`src/rtl/traffic_light_pkg.sv`:
```
// Phase encoding and lamp decode helpers shared by the traffic-light
// controller and its monitor.
package traffic_light_pkg;

    localparam logic [1:0] PH_RED    = 2'b00;
    localparam logic [1:0] PH_GREEN  = 2'b01;
    localparam logic [1:0] PH_YELLOW = 2'b10;
    localparam logic [1:0] PH_NONE   = 2'b11;

    typedef enum logic {
        MON_ACQUIRE = 1'b0,
        MON_TRACK   = 1'b1
    } mon_state_t;

    function automatic logic [1:0] next_phase(input logic [1:0] ph);
        logic [1:0] nxt;
        case (ph)
            PH_RED:    nxt = PH_GREEN;
            PH_GREEN:  nxt = PH_YELLOW;
            PH_YELLOW: nxt = PH_RED;
            default:   nxt = PH_NONE;
        endcase
        return nxt;
    endfunction

    // Exactly one lamp lit maps to a phase; anything else is NONE.
    function automatic logic [1:0] lamp_to_phase(input logic [2:0] lamp_ryg);
        logic [1:0] ph;
        case (lamp_ryg)
            3'b100:  ph = PH_RED;
            3'b001:  ph = PH_GREEN;
            3'b010:  ph = PH_YELLOW;
            default: ph = PH_NONE;
        endcase
        return ph;
    endfunction

endpackage

```
`src/rtl/traffic_light_run_counter.sv`:
```
// Counts how long the current lamp vector has been held; reloads 1 on a change
// and flags the edge on which the count would step past the phase limit.
module traffic_light_run_counter #(
    parameter int CNT_W = 5
) (
    input  logic             clk,
    input  logic             rst_n,
    input  logic             change,
    input  logic [CNT_W-1:0] limit,
    output logic [CNT_W-1:0] run,
    output logic             eq_limit_plus1
);

    localparam logic [CNT_W-1:0] RUN_MAX = '1;

    function automatic logic [CNT_W-1:0] sat_inc(input logic [CNT_W-1:0] v);
        return (v == RUN_MAX) ? v : v + CNT_W'(1);
    endfunction

    always_ff @(posedge clk or negedge rst_n) begin
        if (!rst_n) begin
            run <= '0;
        end else if (change) begin
            run <= CNT_W'(1);
        end else begin
            run <= sat_inc(run);
        end
    end

    assign eq_limit_plus1 = !change && (run == limit);

endmodule

```
`src/rtl/traffic_light_monitor.sv`:
```
// Passive checker on the controller lamps: decodes the phase, checks one-hot,
// ordering and phase durations, and counts completed checked rounds.
module traffic_light_monitor
    import traffic_light_pkg::*;
#(
    parameter int RED_CYCLES    = 11,
    parameter int GREEN_CYCLES  = 16,
    parameter int YELLOW_CYCLES = 6,
    parameter int CNT_W         = 5
) (
    input  logic       clk,
    input  logic       rst_n,
    input  logic       red,
    input  logic       yellow,
    input  logic       green,
    input  logic       clear,
    output logic [1:0] phase,
    output logic       locked,
    output logic       err_onehot,
    output logic       err_order,
    output logic       err_duration,
    output logic [2:0] err_sticky,
    output logic [7:0] round_count
);

    logic [2:0]       lamp;
    logic [2:0]       lamp_q;
    logic [1:0]       cur_ph;
    logic [1:0]       prev_ph;
    logic             change;
    logic [CNT_W-1:0] run;
    logic [CNT_W-1:0] limit;
    logic             eq_limit_plus1;
    mon_state_t       state_q, state_d;
    logic             onehot_d, order_d, duration_d, round_inc;

    function automatic logic [CNT_W-1:0] expected_cycles(input logic [1:0] ph);
        logic [CNT_W-1:0] n;
        case (ph)
            PH_RED:    n = CNT_W'(RED_CYCLES);
            PH_GREEN:  n = CNT_W'(GREEN_CYCLES);
            PH_YELLOW: n = CNT_W'(YELLOW_CYCLES);
            default:   n = '0;
        endcase
        return n;
    endfunction

    function automatic logic [7:0] sat_inc8(input logic [7:0] v);
        return (v == 8'hFF) ? v : v + 8'd1;
    endfunction

    assign lamp    = {red, yellow, green};
    assign cur_ph  = lamp_to_phase(lamp);
    assign prev_ph = lamp_to_phase(lamp_q);
    assign change  = (lamp != lamp_q);
    assign limit   = expected_cycles(prev_ph);

    traffic_light_run_counter #(
        .CNT_W(CNT_W)
    ) u_run_counter (
        .clk            (clk),
        .rst_n          (rst_n),
        .change         (change),
        .limit          (limit),
        .run            (run),
        .eq_limit_plus1 (eq_limit_plus1)
    );

    always_comb begin
        state_d    = state_q;
        onehot_d   = 1'b0;
        order_d    = 1'b0;
        duration_d = 1'b0;
        round_inc  = 1'b0;
        if (change) begin
            state_d = MON_ACQUIRE;
            if (prev_ph != PH_NONE && cur_ph == PH_NONE) begin
                onehot_d = 1'b1;
            end else if (prev_ph != PH_NONE && cur_ph != PH_NONE) begin
                if (cur_ph == next_phase(prev_ph)) begin
                    state_d = MON_TRACK;
                    // Only a phase that was itself entered in order has a trustworthy length.
                    if (state_q == MON_TRACK) begin
                        duration_d = (run < limit);
                        round_inc  = (prev_ph == PH_YELLOW);
                    end
                end else begin
                    order_d = 1'b1;
                end
            end
        end else if (state_q == MON_TRACK && eq_limit_plus1) begin
            duration_d = 1'b1;
        end
    end

    always_ff @(posedge clk or negedge rst_n) begin
        if (!rst_n) begin
            lamp_q       <= 3'b000;
            state_q      <= MON_ACQUIRE;
            phase        <= PH_NONE;
            err_onehot   <= 1'b0;
            err_order    <= 1'b0;
            err_duration <= 1'b0;
            err_sticky   <= 3'b000;
            round_count  <= 8'd0;
        end else begin
            lamp_q       <= lamp;
            state_q      <= state_d;
            phase        <= cur_ph;
            err_onehot   <= onehot_d;
            err_order    <= order_d;
            err_duration <= duration_d;
            // A new error in the clearing cycle must survive the clear.
            err_sticky   <= (clear ? 3'b000 : err_sticky) | {duration_d, order_d, onehot_d};
            if (clear) begin
                round_count <= 8'd0;
            end else if (round_inc) begin
                round_count <= sat_inc8(round_count);
            end
        end
    end

    assign locked = (state_q == MON_TRACK);

endmodule
```
`config.mk`:
```
export PLATFORM = sky130hd
export DESIGN_NAME = traffic_light_monitor
export DESIGN_NICKNAME = d
export VERILOG_FILES = /design/src/rtl/traffic_light_pkg.sv /design/src/rtl/traffic_light_run_counter.sv /design/src/rtl/traffic_light_monitor.sv
export SDC_FILE = /design/constraint.sdc
export NUM_CORES = 1
export LEC_CHECK = 0
export CORE_ASPECT_RATIO = 1.1
export CORE_MARGIN = 2
export CORE_UTILIZATION = 33
export DETAILED_ROUTE_END_ITERATION = 12
export PLACE_DENSITY = 0.6
export SYNTH_ARGS = -nofsm -noshare
export SYNTH_HDL_FRONTEND = slang
export SYNTH_SLANG_ARGS = --single-unit
```
`constraint.sdc`:
```
create_clock -name clk -period 3.35 [get_ports clk]
set_input_delay 0.67 -clock clk [delete_from_list [all_inputs] [get_ports clk]]
set_output_delay 0.67 -clock clk [all_outputs]
set_load 0.01 [all_outputs]
```
==> results.toml <==
[synthesis]
synth.top_cell.area_share_pct = 39.76
synth-simple-area-share_pct = 20.40
yosysTopAreaCell = "dfrtp_1"
synth_nets = 158
synth_top_cells_by_count = "dfrtp_1, nor2_1, inv_1, ha_1, nand2_1"
yosysWarnings = 0
synth_top_family_by_area = "simple AND/OR/NAND/NOR gates"
ys_seq_area_share_pct = 43.39
yosysMostFrequentCell = "dfrtp_1"
synth_fa_ha_area_share_pct = 10.37
synthArstFlopShare_pct = 100.0
synth_xor_area_share_pct = 7.260
synth_compound_area_share_pct = 9.507
synth_seq_cells = 25
synthMuxAreaShare_pct = 4.927
synth_edf_count = 0
synth_ff_type = "dfrtp_1"
synthCells = 140
synthDistinctLibCells = 39
synth_top_cells_by_area = "dfrtp_1, ha_1, dfstp_2"
syn_area_um2 = 1448
synth.avg_cell_area_um2 = 10.34

[clocking]
cts.path.max_buffers = 2
htree_levels = 1
cts_buffers = 3
cts_root_buf = "clkbuf_8"
clock_latency_ns = 0.27
clk_pin_slew_ns = 0.09
cts_hold_buf = 0
cts_sinks = 25
cts_tree = "built"
postCtsSetupBuffers = 0
cts_resized = 0

[floorplan]
core_area_um2 = 4254
rows = 25
die_area_um2 = 4933
die_h_um = 73.47
start_util_pct = 34.03
chipWidth_um = 67.15
io_pins = 23

[cells_and_area]
final_util_pct = 41.97
antenna_cells = 0
area_growth_pct = 23.34
final_layout_size_suffix_gt1_share_pct = 10.24
final_cells = 220
fin_area_um2 = 1785
nNetsFinal = 185

[placed_design]
gp_congestion = 0.7846
post-dp-hpwl_mm = 2.132
placed_cell_area_um2 = 1739
portBuffers = 22
place_inst = 216
dp_slack_ns = 0.3789

[power_and_ir_drop]
seq_power_share_pct = 53.4
pwr-share-clk_pct = 29.7
p_sw_share_pct = 26.34
p_leak_nw = 0.8382
pwr-share-comb_pct = 16.9
power_mw = 0.6066
switching_power_mw = 0.1598
powerDensity_nw_per_um2 = 339.8
p_int_mw = 0.4468
vdd_drop_max_mv = 0.1595

[setup_path]
required_ns = 3.57
endpoint_kind = "register"
crit_buf_inv = 1
critPathMaxFanout = 5
cpPeakStageDelay_ns = 0.53
worstSetupPathType = "register to register"
cp.arrival_ns = 3.23
path_cells = "or3b_2, ha_1, o21bai_1, a22oi_2, inv_1, ha_1, nor2b_1, o21ai_0, a21oi_1, a2111oi_0, nand3_1, nand2_1"
start_kind = "register"
cp_slowest_cell = "or3b_2"
crit_family = "compound AO/OA/AOI/OAI gates"
crit_top_cell = "ha_1"

[timing]
maxSlewHeadroom_pct = 74.45
rsz0062_at_grt = "false"
fin_tns_setup_ns = 0
fin_skew_ns = 0.003301
hold_violations = 0
fmax_mhz = 331.6
period_needed_ns = 3.016
fin_crit_sh_pct = 90.03
setup_viol = 0
fin_ws_ns = 0.3341
final_max_slew_viol_count = 0
holdWs_ns = 0.4876
worst_pin_slew_ns = 0.3736

[global_routing]
grt_pass1_wl_mm = 4.595
grt_max_degree = 26
grt_pass1_vias = 1011
antenna_found_initial = 0
track_usage_pct = 12.39
grt_overflow_total = 0

[route]
num_vias = 1066
wirelength_mm = 2.649
dr.pass1.iters = 4
wire_per_inst_um = 12.04
viasPerCell = 4.845
drt_first_iter_violations = 48
drc = 0
ant_nets = 0

[min_path]
hp-class = "register to register"

[job]
drv_cap = 0

[outcome]
status = "complete, no violations"
-- final timing paths --
check | from | endpoint | slack [ns] | cells past startpoint
worst min-delay path | err_sticky[1] | err_sticky[1] | 0.49 | 1
worst min register to register | err_sticky[1] | err_sticky[1] | 0.49 | 1
max in group asynchronous | rst_n | phase[1] | 2.30 | 2
worst max-delay path | lamp_q[0] | err_duration | 0.33 | 12
worst max register to register | lamp_q[0] | err_duration | 0.33 | 12
min in group asynchronous | rst_n | round_count[1] | 0.75 | 2
-- flip-flops by register name, indices dropped and copies added (netlist names) --
name / flops
u_run_counter.run: 5
err_onehot: 1
phase: 2
err_duration: 1
locked: 1
round_count: 8
err_sticky: 3
lamp_q: 3
err_order: 1
-- logic make-up (layout without fill, tap and decap cells) --
logic type / count (synthesis) / count (layout)
flip-flops: 25 / 25
XOR/XNOR: 12 / 12
buffers and inverters: 15 / 41
AND/OR/NAND/NOR: 52 / 52
adder cells (fa/ha/maj): 12 / 12
AO/OA/AOI/OAI: 18 / 18
multiplexers: 6 / 6
-- cells in the final DEF (no fill, tap or decap), types with 2 or more instances in the layout --
| cell type | synthesis | final |
|---|---|---|
| xnor2_1 | 6 | 6 |
| nand3_1 | 5 | 5 |
| nand2b_1 | 3 | 3 |
| clkdlybuf4s50_1 | 0 | 22 |
| mux2_4 | 2 | 2 |
| buf_4 | 1 | 2 |
| and3_1 | 2 | 2 |
| inv_1 | 13 | 13 |
| nand2_1 | 8 | 8 |
| dfstp_2 | 2 | 2 |
| clkbuf_8 | 0 | 3 |
| a21o_1 | 2 | 2 |
| nor2_1 | 14 | 14 |
| nor2b_1 | 6 | 6 |
| a31o_1 | 2 | 2 |
| nand4_2 | 2 | 2 |
| xor2_1 | 6 | 6 |
| nand4_1 | 3 | 3 |
| o21ai_0 | 3 | 3 |
| ha_1 | 12 | 12 |
| dfrtp_1 | 23 | 23 |
| mux2i_1 | 3 | 3 |
| a21oi_1 | 4 | 4 |
-- per-layer routing --
| metal | up-vias | routed length [µm] | global-route usage (%) | share of wire (%) |
|---|---|---|---|---|
| li1 | 533 | - | - | - |
| met1 | 509 | 1136 | 15.00 | 43 |
| met2 | 19 | 1366 | 21.23 | 52 |
| met3 | 5 | 95 | 2.297 | 3.6 |
| met4 | 0 | 51 | 5.442 | 1.9 |
| met5 | - | 0 | 0 | 0 |
-- power by group through the flow --
stage	clock, mW	combinational [mW]	sequential [mW]
after floorplan	0	0.0553	0.333
after global placement	0	0.102	0.330
after detailed placement	0	0.105	0.330
after CTS	0.193	0.105	0.324
after global routing	0.203	0.116	0.326
final	0.180	0.102	0.324
-- cell type report --
class / instances / area, µm²
Clock buffer: 3 / 41.29
Clock inverter: 1 / 5.005
Fill cell: 438 / 2469
Inverter: 13 / 48.80
Multi-Input combinational cell: 100 / 759.5
Sequential cell: 25 / 628.1
Tap cell: 54 / 67.56
Timing Repair Buffer: 24 / 235.2
No activity file was read; power rests on OpenSTA's default activity.
